`config.mk`:
```
export PLATFORM = sky130hd
export DESIGN_NAME = scene_ctrl
export DESIGN_NICKNAME = d
export VERILOG_FILES = /design/src/rtl/scene_pkg.sv /design/src/rtl/pixel_fade.sv /design/src/rtl/scene_ctrl.sv
export SDC_FILE = /design/constraint.sdc
export NUM_CORES = 1
export LEC_CHECK = 0
export CAP_MARGIN = 40
export CORE_ASPECT_RATIO = 1.2
export CORE_UTILIZATION = 40
export DETAILED_ROUTE_END_ITERATION = 7
export GPL_ROUTABILITY_DRIVEN = 0
export MAX_ROUTING_LAYER = met4
export SYNTH_ARGS = -nofsm -noshare
export SYNTH_HDL_FRONTEND = slang
export SYNTH_SLANG_ARGS = --single-unit
```
`constraint.sdc`:
```
create_clock -name clk -period 5 [get_ports clk]
set_input_delay 0.5 -clock clk [delete_from_list [all_inputs] [get_ports clk]]
set_output_delay 0.5 -clock clk [all_outputs]
set_load 0.05 [all_outputs]
```
`src/rtl/scene_pkg.sv`:
```
`default_nettype none
// ============================================================================
// Module   : scene_pkg
// Purpose  : Shared encodings and defaults for the VGA scene sequencer.
//            Holds scene and memory-bank encodings, image/screen geometry
//            defaults and the per-channel fade helper.
// Ports    : none (package)
// Revision : 1.0 - initial release
// ============================================================================
package scene_pkg;

  // Geometry defaults
  localparam int IMG_W_DEF    = 320;
  localparam int IMG_H_DEF    = 240;
  localparam int H_ACTIVE_DEF = 640;
  localparam int V_ACTIVE_DEF = 480;

  // Scene encodings (state register values)
  typedef logic [1:0] scene_t;
  localparam logic [1:0] SCENE_TITLE    = 2'd0;
  localparam logic [1:0] SCENE_FADE_OUT = 2'd1;
  localparam logic [1:0] SCENE_PLAY     = 2'd2;
  localparam logic [1:0] SCENE_OVER     = 2'd3;

  // Shared image-memory bank selects
  localparam logic [1:0] BANK_TITLE = 2'd0;
  localparam logic [1:0] BANK_GAME  = 2'd1;
  localparam logic [1:0] BANK_OVER  = 2'd2;

  // One colour channel scaled by level/16; level 16 returns c unchanged.
  function automatic logic [3:0] fade_nibble(input logic [3:0] c,
                                             input logic [4:0] level);
    logic [8:0] prod;
    prod = {5'd0, c} * {4'd0, level};
    return prod[7:4];
  endfunction

endpackage
`default_nettype wire

```
`src/rtl/pixel_fade.sv`:
```
`default_nettype none
// ============================================================================
// Module   : pixel_fade
// Purpose  : Registered RGB444 brightness scaler with blanking. Forms the
//            last stage of the scene pixel pipeline.
// Ports    : clk, rst_n   - clock, async active-low reset
//            pix_in[11:0] - RGB444 pixel from image memory
//            level[4:0]   - brightness, 0..16 (16 = unchanged)
//            blank        - force output to black
//            pix_out[11:0]- registered scaled pixel
// Revision : 1.0 - initial release
// ============================================================================
module pixel_fade
  import scene_pkg::*;
(
  input  logic        clk,
  input  logic        rst_n,
  input  logic [11:0] pix_in,
  input  logic [4:0]  level,
  input  logic        blank,
  output logic [11:0] pix_out
);

  logic [11:0] pix_d;
  logic [11:0] pix_q;

  always_comb begin
    pix_d = 12'd0;
    if (!blank) begin
      pix_d = {fade_nibble(pix_in[11:8], level),
               fade_nibble(pix_in[7:4],  level),
               fade_nibble(pix_in[3:0],  level)};
    end
  end

  always_ff @(posedge clk or negedge rst_n) begin
    if (!rst_n) pix_q <= 12'd0;
    else        pix_q <= pix_d;
  end

  assign pix_out = pix_q;

endmodule
`default_nettype wire

```
`src/rtl/scene_ctrl.sv`:
```
`default_nettype none
// ============================================================================
// Module   : scene_ctrl
// Purpose  : Scene sequencer for the VGA game. Runs the TITLE / FADE_OUT /
//            PLAY / OVER state machine on frame boundaries, arbitrates the
//            shared image-memory read port and fades the pixel stream.
// Ports    : clk, rst_n        - clock, async active-low reset
//            h_cnt, v_cnt      - VGA counters
//            btn_start         - start pulse (TITLE / OVER)
//            game_over         - end-of-game pulse (PLAY)
//            game_mem_addr     - renderer address, used in PLAY
//            mem_data          - shared memory read data (1-clk latency)
//            mem_addr, mem_sel - registered memory address / bank select
//            vga_data          - registered RGB444 output
//            scene, game_run   - current scene, high in PLAY
// Revision : 1.0 - initial release
// ============================================================================
module scene_ctrl
  import scene_pkg::*;
#(
  parameter int IMG_W      = IMG_W_DEF,
  parameter int IMG_H      = IMG_H_DEF,
  parameter int V_ACTIVE   = V_ACTIVE_DEF,
  parameter int H_ACTIVE   = H_ACTIVE_DEF,
  parameter int FADE_STEPS = 16
) (
  input  logic        clk,
  input  logic        rst_n,
  input  logic [9:0]  h_cnt,
  input  logic [9:0]  v_cnt,
  input  logic        btn_start,
  input  logic        game_over,
  input  logic [16:0] game_mem_addr,
  input  logic [11:0] mem_data,
  output logic [16:0] mem_addr,
  output logic [1:0]  mem_sel,
  output logic [11:0] vga_data,
  output logic [1:0]  scene,
  output logic        game_run
);

  localparam logic [19:0] IMG_SIZE   = 20'(IMG_W * IMG_H);
  localparam logic [19:0] IMG_SIZE2  = 20'(2 * IMG_W * IMG_H);
  localparam logic [4:0]  LEVEL_FULL = 5'(FADE_STEPS);

  // --------------------------------------------------------------------------
  // Frame tick: first clk of v_cnt == V_ACTIVE
  // --------------------------------------------------------------------------
  logic [9:0] v_prev_d, v_prev_q;
  logic       frame_tick;

  assign v_prev_d   = v_cnt;
  assign frame_tick = (v_cnt == 10'(V_ACTIVE)) && (v_prev_q != 10'(V_ACTIVE));

  // --------------------------------------------------------------------------
  // Scene state machine
  // --------------------------------------------------------------------------
  scene_t     scene_d, scene_q;
  logic [4:0] level_d, level_q;
  logic       start_pend_d, start_pend_q;
  logic       over_pend_d, over_pend_q;

  always_comb begin
    scene_d      = scene_q;
    level_d      = level_q;
    start_pend_d = start_pend_q;
    over_pend_d  = over_pend_q;

    // Latch pulses; a pulse coincident with frame_tick is seen only by the
    // following tick because the transition below reads the _q flags.
    if (btn_start && (scene_q == SCENE_TITLE || scene_q == SCENE_OVER))
      start_pend_d = 1'b1;
    if (game_over && scene_q == SCENE_PLAY)
      over_pend_d = 1'b1;

    // Transition-time clears take priority over a same-clk pulse.
    if (frame_tick) begin
      case (scene_q)
        SCENE_TITLE: begin
          if (start_pend_q) begin
            scene_d      = SCENE_FADE_OUT;
            level_d      = LEVEL_FULL;
            start_pend_d = 1'b0;
          end
        end
        SCENE_FADE_OUT: begin
          if (level_q == 5'd0) begin
            scene_d = SCENE_PLAY;
            level_d = LEVEL_FULL;
          end else begin
            level_d = level_q - 5'd1;
          end
        end
        SCENE_PLAY: begin
          if (over_pend_q) begin
            scene_d     = SCENE_OVER;
            over_pend_d = 1'b0;
          end
        end
        default: begin // SCENE_OVER
          if (start_pend_q) begin
            scene_d      = SCENE_TITLE;
            start_pend_d = 1'b0;
          end
        end
      endcase
    end
  end

  // --------------------------------------------------------------------------
  // Image address: (h/2) + IMG_W*(v/2), wrapped into the image. The raw sum
  // is below 3*IMG_W*IMG_H for 10-bit counters at the default geometry, so
  // two conditional subtractions replace a general modulo.
  // --------------------------------------------------------------------------
  logic [19:0] img_sum;
  logic [19:0] img_mod;

  always_comb begin
    img_sum = 20'(h_cnt[9:1]) + 20'(IMG_W) * 20'(v_cnt[9:1]);
    if (img_sum >= IMG_SIZE2)     img_mod = img_sum - IMG_SIZE2;
    else if (img_sum >= IMG_SIZE) img_mod = img_sum - IMG_SIZE;
    else                          img_mod = img_sum;
  end

  // --------------------------------------------------------------------------
  // Stage 1: port ownership follows scene_d so a scene change appears on
  // mem_addr one clk after frame_tick.
  // --------------------------------------------------------------------------
  logic [16:0] mem_addr_d, mem_addr_q;
  logic [1:0]  mem_sel_d, mem_sel_q;
  logic        vis_d, vis1_q, vis2_q;

  always_comb begin
    mem_addr_d = img_mod[16:0];
    mem_sel_d  = BANK_TITLE;
    case (scene_d)
      SCENE_PLAY: begin
        mem_addr_d = game_mem_addr;
        mem_sel_d  = BANK_GAME;
      end
      SCENE_OVER: mem_sel_d = BANK_OVER;
      default:    mem_sel_d = BANK_TITLE;
    endcase
  end

  assign vis_d = (h_cnt < 10'(H_ACTIVE)) && (v_cnt < 10'(V_ACTIVE));

  always_ff @(posedge clk or negedge rst_n) begin
    if (!rst_n) begin
      v_prev_q     <= 10'd0;
      scene_q      <= SCENE_TITLE;
      level_q      <= LEVEL_FULL;
      start_pend_q <= 1'b0;
      over_pend_q  <= 1'b0;
      mem_addr_q   <= 17'd0;
      mem_sel_q    <= BANK_TITLE;
      vis1_q       <= 1'b0;
      vis2_q       <= 1'b0;
    end else begin
      v_prev_q     <= v_prev_d;
      scene_q      <= scene_d;
      level_q      <= level_d;
      start_pend_q <= start_pend_d;
      over_pend_q  <= over_pend_d;
      mem_addr_q   <= mem_addr_d;
      mem_sel_q    <= mem_sel_d;
      vis1_q       <= vis_d;
      vis2_q       <= vis1_q;  // aligned with mem_data
    end
  end

  // --------------------------------------------------------------------------
  // Stage 3: fade and blanking
  // --------------------------------------------------------------------------
  pixel_fade u_pixel_fade (
    .clk     (clk),
    .rst_n   (rst_n),
    .pix_in  (mem_data),
    .level   (level_q),
    .blank   (!vis2_q),
    .pix_out (vga_data)
  );

  assign mem_addr = mem_addr_q;
  assign mem_sel  = mem_sel_q;
  assign scene    = scene_q;
  assign game_run = (scene_q == SCENE_PLAY);

endmodule
`default_nettype wire
```
==> Flow_metrics.wiki, run 1 <==
{| class="wikitable"
! Metric !! Value
|-
| Result of the run || completed
|-
| Capturing point of the worst reg2reg path || u_pixel_fade.pix_out[7]
|-
| Sequential fraction of the synthesis area || approximately 28%
|-
| Min setup slack post-route || 443 ps
|-
| Cell area power density || between 300 and 400 nW/um^2
|-
| Maximum achievable frequency || around 220 MHz
|-
| Standard cell area after detailed placement || between 5000 and 6000 um^2
|-
| Static power due to leakage || 2.76 nW
|-
| Antenna violations before repair || 0
|-
| Cell area after technology mapping || between 4000 and 5000 um^2
|-
| Start of the worst register-to-register path || level_q[2]
|-
| Number of H-tree levels || 2
|-
| Hold Fails Final Rpt || 0
|-
| First drt pass iteration count || 4
|-
| Synthesis warning total || 0
|-
| Fin nets || 711
|-
| Effective utilization at floorplan || 41.4%
|-
| Flops & latches, synth || 52
|-
| Share of post-route cells with drive strength above 1 || 8.83%
|-
| Synth top area cells || dfrtp_1 28%, ha_1 14%, fa_1 7.4%, nand2_1 5.9%, and2_1 4.1%
|-
| Die Y-Extent || 120 um
|-
| Largest net degree at the start of global routing || 53
|-
| Boundary pin count || 87
|-
| Antenna diode instance count || 0
|-
| Fraction of registers with async set or reset after synthesis || 100%
|-
| Setup clock skew after layout || 7.10 ps
|-
| Largest area contributor in the netlist || dfrtp_1
|-
| Cell area after layout || 5830 um^2
|-
| Class of the tightest hold or removal check || in2async
|-
| Sum of negative setup slack || 0 ps
|-
| Worst Setup End Kind || flip-flop
|-
| Worst path required time || between 5000 and 6000 ps
|-
| Leftover overflow at the end of global routing || 0
|-
| Routed wire length || 11.0 mm
|-
| Number of vias after detailed routing || 3925
|-
| Syn Nets || 619
|-
| Placement Rows || 42
|-
| Pwr Total || 1.77 mW
|-
| Clock tree buffer depth || 2
|-
| Count of maximum capacitance violations || 0
|-
| Largest vdd supply drop || 0.000288 V
|-
| Clock-pin transition on the worst setup and hold timing paths || around 80 ps
|-
| Number of buffers created by CTS || 5
|-
| Area of the placeable core || between 10000 and 15000 um^2
|-
| Cell at the root of the clock tree || clkbuf_16
|-
| Area share of the largest cell type after synthesis || 27.7%
|-
| Number of sinks handled by clock tree synthesis || 52
|-
| Fillers || 1085
|-
| Pre-CTS setup slack || 146 ps
|-
| Via count of the first global-routing pass || between 4000 and 5000
|-
| CTS tree || built
|-
| Endpoints failing setup || 0
|-
| Die Outline Area || 12000 um^2
|-
| Tcrit/Tclk final || 91.1%
|-
| Die extent in x || 100 um
|-
| Most frequent standard cell in the layout excluding fill and tap cells || clkdlybuf4s50_1
|-
| Total half-perimeter wirelength after legalization and detailed placement || 8.72 mm
|-
| Per-instance average area after synthesis || 9.29 um^2
|-
| Average detailed-routed wire length per instance || between 10 and 15 um
|-
| Post_cts resized || 0
|-
| Worst setup SP type || input pin
|-
| Synthesis-to-finish area growth || 26.5%
|-
| Cell depth of the worst flop-to-flop path || 13
|-
| Vias per Instance || ~5.3
|-
| Commonest register cell after synthesis || dfrtp_1
|-
| Top library cells by usage in the layout, fill and taps aside || 84 x clkdlybuf4s50_1, 72 x nand2_1, 53 x ha_1, 51 x dfrtp_1, 45 x inv_1
|-
| Shortest period the worst path allows || 4560 ps
|-
| Max transition margin || 49.7%
|-
| Number of setup buffers added after CTS || 0
|-
| Gate count after technology mapping || 496
|-
| Count of buffers from port buffering || between 80 and 90
|-
| Arrival time at the worst endpoint || around 4800 ps
|-
| Slew Limit Fails || 0
|-
| Residual DRC count || 0
|-
| EDFF count, synth || 0
|-
| Classification of the worst setup path || in2reg
|-
| Worst Hold Slack || 312 ps
|-
| Number of violations reported at the end of detailed-routing iteration 0 || 142
|-
| Slew at the pin closest to its max-slew limit || approximately 740 ps
|-
| Register-to-register path setup slack || 1210 ps
|-
| Number of distinct library cells after synthesis || 85
|-
| Count of nets left with antenna violations after detail routing || 0
|-
| RSZ-0062 raised after global routing || false
|-
| Maximum fanout encountered on the critical timing path || 4
|-
| Total GRT Usage || 20.5%
|-
| Clk Latency, worst-skew pair || about 300 ps
|-
| First-pass GRT wire length || 19.0 mm
|-
| Total of hold buffers inserted after clock tree synthesis || 0
|}
[layer usage]
| layer | global-route usage, % | up-vias | part of all wire [%] |
|---|---|---|---|
| met5 | - | - | 0 |
| met4 | 6.88 | 0 | 2.0 |
| li1 | - | 1925 | - |
| met3 | 1.98 | 18 | 2.6 |
| met1 | 23.9 | 1900 | 43 |
| met2 | 36.8 | 82 | 53 |
[cell usage after synthesis, types with 3 or more instances]
master / instances
a211o_1: 3
a211oi_1: 3
a21o_1: 3
a21oi_1: 16
a31o_2: 3
a31oi_1: 4
and2_1: 30
and3_1: 8
clkbuf_1: 11
dfrtp_1: 51
fa_1: 17
ha_1: 53
inv_1: 45
mux2i_1: 3
nand2_1: 72
nand3_1: 8
nand4_1: 6
nor2_1: 21
nor2b_1: 10
nor3_1: 8
nor3b_1: 7
o211ai_1: 3
o21ai_0: 13
o22ai_1: 6
or3_1: 3
or3_2: 3
xnor2_1: 10
xor2_1: 9
[cell families after synthesis]
logic type	count (synthesis)	synth area share, %
XOR/XNOR	23	5.35
AND/OR/NAND/NOR	202	24.4
adder cells (fa/ha/maj)	70	21.8
buffers and inverters	57	4.86
multiplexers	3	0.652
flip-flops	52	28.3
AO/OA/AOI/OAI	89	14.7
[flip-flops by register name, indices dropped and copies added, names as in the netlist]
register	flops
mem_addr	17
start_pend_q	1
u_pixel_fade.pix_out	12
v_prev_q	10
over_pend_q	1
level_q	5
scene	2
vis1_q	1
vis2_q	1
mem_sel	2
[area by class of cell]
class | count | area (um^2) | area share [%]
Multi-Input combinational cell | 387 | 3080 | 52.9
Sequential cell | 52 | 1300 | 22.3
Timing Repair Buffer | 97 | 936 | 16.1
Tap cell | 154 | 193 | 3.31
Inverter | 45 | 169 | 2.90
Clock buffer | 5 | 125 | 2.15
Clock inverter | 3 | 21.3 | 0.365
[critical path, stage by stage]
cell and delay [ps]:
clkdlybuf4s50_1 450, ha_1 310, ha_1 260, fa_1 460
xor2_2 190, o2111a_2 230, xor3_1 180, inv_1 70
ha_1 210, or3_2 470, mux2i_1 230, a22oi_2 90
or3_4 370, and3_4 190, a2111o_1 370, and3b_1 180
[worst max path at each step]
stage          cells past startpoint      endpoint  slack [ps]     start
2_1_floorplan                     15  mem_addr[15]         510  v_cnt[2]
3_3_place_gp                      15  mem_addr[15]         170  v_cnt[2]
4_1_cts                           16  mem_addr[15]         450  v_cnt[2]
3_5_place_dp                      16  mem_addr[15]         150  v_cnt[2]
6_report                          16  mem_addr[15]         440  v_cnt[2]
5_1_grt                           17  mem_addr[14]         190  v_cnt[2]
[metrics by stage]
step                      cells  utilization, %
after detailed placement    735            51.0
after global placement      735            51.0
after floorplan             496               -
after CTS                   743            52.3
after global routing        743            52.3
final                       743            52.3
[report_power, final]
part	leakage, nW	internal, mW	switching (mW)	total [mW]
Sequential	0.622	0.482	0.0278	0.510
Clock	0.0702	0.187	0.168	0.355
Combinational	2.07	0.363	0.544	0.907
Note: power is estimated with default switching activity, not from simulation.
==> run 2: changes to the inputs <==
--- a/config.mk
+++ b/config.mk
@@ -5,6 +5,7 @@
 export SDC_FILE = /design/constraint.sdc
 export NUM_CORES = 1
 export LEC_CHECK = 0
+export ABC_CLOCK_PERIOD_IN_PS = 5000
 export CAP_MARGIN = 40
 export CORE_ASPECT_RATIO = 1.2
 export CORE_UTILIZATION = 40
==> results of run 2 <==
The final DEF is identical to that of run 1; final timing and power are the same.
==> run 3: changes to the inputs <==
==> constraint.sdc (replaced) <==
create_clock -name clk -period 5 [get_ports clk]
set_input_delay 0.5 -clock clk [delete_from_list [all_inputs] [get_ports clk]]
set_output_delay 0.5 -clock clk [all_outputs]
set_load 0.1 [all_outputs]
==> Flow_metrics.wiki, run 3 (same netlist as run 1, synthesis figures left out) <==
{| class="wikitable"
! Metric !! Value
|-
| Result of the run || completed
|-
| Number of flip-flops in the largest register || 17 (unchanged)
|-
| Number of buffers created by CTS || 5 (unchanged)
|-
| Antenna diode instance count || 0 (unchanged)
|-
| Total half-perimeter wirelength after legalization and detailed placement || 8.95 mm (+2.7%)
|-
| Number of sinks handled by clock tree synthesis || 52 (unchanged)
|-
| Fin nets || 745 (+4.8%)
|-
| Slew at the pin closest to its max-slew limit || 724 ps (-20.6 ps)
|-
| Static power due to leakage || 3.05 nW (+11%)
|-
| GR met1 Demand/Resource || 23.8% (-0.10 points)
|-
| Cell at the root of the clock tree || clkbuf_16
|-
| Shortest period the worst path allows || 4580 ps (+18.7 ps)
|-
| Clock-pin transition on the worst setup and hold timing paths || 70 ps (about the same)
|-
| Class of the tightest hold or removal check || in2async
|-
| Area of the placeable core || 11100 um^2 (unchanged)
|-
| Max transition margin || 51.1% (+1.4 points)
|-
| Most frequent standard cell in the layout excluding fill and tap cells || clkdlybuf4s50_1
|-
| Synthesis-to-finish area growth || 40.0%
|-
| Endpoints failing setup || 0 (unchanged)
|-
| First-pass GRT wire length || 19.3 mm (+1.3%)
|-
| Slew Limit Fails || 0 (unchanged)
|-
| Clock tree buffer depth || 2 (unchanged)
|-
| Worst setup SP type || input pin
|-
| Leftover overflow at the end of global routing || 0 (unchanged)
|-
| Tcrit/Tclk final || 91.5% (+0.37 points)
|-
| Met3 Track Usage GR || 1.86% (-0.12 points)
|-
| Residual DRC count || 0 (unchanged)
|-
| Largest net degree at the start of global routing || 53 (unchanged)
|-
| Die Y-Extent || 120 um (unchanged)
|-
| Maximum fanout encountered on the critical timing path || 4 (unchanged)
|-
| RSZ-0062 raised after global routing || false
|-
| Average detailed-routed wire length per instance || 14.6 um (-2.0%)
|-
| Register-to-register path setup slack || 1250 ps (+40 ps)
|-
| Standard cell area after detailed placement || 6300 um^2 (+11%)
|-
| Count of buffers from port buffering || 85 (unchanged)
|-
| Most congested layer reported by global routing || met2
|-
| Top library cells by usage in the layout, fill and taps aside || 84 x clkdlybuf4s50_1, 72 x nand2_1, 53 x ha_1, 51 x dfrtp_1, 45 x inv_1
|-
| Clk Latency, worst-skew pair || 300 ps (about the same)
|-
| Cell area power density || 345 nW/um^2 (+14%)
|-
| Count of nets left with antenna violations after detail routing || 0 (unchanged)
|-
| M2 GR Usage || 38.2% (+1.5 points)
|-
| Boundary pin count || 87 (unchanged)
|-
| Sum of negative setup slack || 0 ps (unchanged)
|-
| Count of maximum capacitance violations || 0 (unchanged)
|-
| Antenna violations before repair || 0 (unchanged)
|-
| Vias per Instance || 5.16 (-2.2%)
|-
| Start of the worst register-to-register path || level_q[2]
|-
| Die Outline Area || 12000 um^2 (unchanged)
|-
| Number of vias after detailed routing || 4013 (+2.2%)
|-
| Total of hold buffers inserted after clock tree synthesis || 0 (unchanged)
|-
| Cell area after layout || 6450 um^2 (+11%)
|-
| Setup clock skew after layout || 2.49 ps (-4.61 ps)
|-
| Placed cell count || 769 (+4.6%)
|-
| Classification of the worst setup path || in2reg
|-
| Die extent in x || 100 um (unchanged)
|-
| Number of H-tree levels || 2 (unchanged)
|-
| Worst Setup End Kind || flip-flop
|-
| Number of setup buffers added after CTS || 0 (unchanged)
|-
| Worst path required time || 5190 ps (about the same)
|-
| Via count of the first global-routing pass || 4160 (+2.1%)
|-
| Number of violations reported at the end of detailed-routing iteration 0 || 131 (-7.7%)
|-
| First drt pass iteration count || 4 (unchanged)
|-
| Effective utilization at floorplan || 41.4% (unchanged)
|-
| Pwr Total || 2.23 mW (+26%)
|-
| Post_cts resized || 0 (unchanged)
|-
| CTS tree || built
|-
| Hold Fails Final Rpt || 0 (unchanged)
|-
| Capturing point of the worst reg2reg path || u_pixel_fade.pix_out[7]
|-
| Cell depth of the worst flop-to-flop path || 13 (unchanged)
|-
| Routed wire length || 11.3 mm (+2.5%)
|-
| Share of post-route cells with drive strength above 1 || 13.6% (+4.8 points)
|-
| Maximum achievable frequency || 219 MHz (-0.41%)
|-
| Arrival time at the worst endpoint || 4770 ps (+20 ps)
|-
| Total GRT Usage || 20.8% (+0.30 points)
|-
| Number of standard cells in the layout, taps in and fillers out || 777 (+4.6%)
|-
| Largest vdd supply drop || 0.000348 V (+21%)
|-
| Placement Rows || 42 (unchanged)
|}
## run 3: power by group
group / total, mW / internal (mW) / leakage, nW / switching (mW)
sequential: 0.510 / 0.482 / 0.622 / 0.0278
combinational: 1.36 / 0.560 / 2.36 / 0.805
clock: 0.353 / 0.188 / 0.0675 / 0.165
## run 3: worst max path at each step
stage | startpoint | end | cells past startpoint
after global placement | v_cnt[2] | mem_addr[15] | 15
after CTS | v_cnt[2] | mem_addr[15] | 16
after floorplan | v_cnt[2] | mem_addr[15] | 15
final | v_cnt[2] | mem_addr[15] | 16
after global routing | v_cnt[2] | mem_addr[15] | 16
after detailed placement | v_cnt[2] | mem_addr[15] | 16
## run 3: per-stage QoR
stage | setup WS, ps | hold slack (ps) | util, %
after CTS | 432 | 362 | 57.9
after detailed placement | 126 | 346 | 56.6
after global routing | 186 | 380 | 57.9
after floorplan | 513 | 204 | -
final | 424 | 337 | 57.9
after global placement | 170 | 336 | 51.0
## run 3: area by class of cell
type / instances / area [um^2]
repair buffers: 131 / 1560
flip-flops and latches: 52 / 1300
clock buffers: 6 / 129
inverters: 45 / 169
fillers: 1016 / 4690
clock inverters: 2 / 16.3
well taps: 154 / 193
multi-input cells: 387 / 3080
## run 3: critical path, cell delays in order
cell	delay [ps]
clkdlybuf4s50_1	460
ha_1	320
ha_1	260
fa_1	460
xor2_2	190
o2111a_2	230
xor3_1	170
inv_1	60
ha_1	210
or3_2	470
mux2i_1	240
a22oi_2	90
or3_4	370
and3_4	190
a2111o_1	370
and3b_1	180
## run 3: routing by layer
| layer | vias up | share of wire, % |
|---|---|---|
| met2 | 86 | 54 |
| met1 | 1930 | 42 |
| li1 | 1986 | - |
| met5 | - | 0 |
| met4 | 0 | 1.5 |
| met3 | 11 | 2.5 |
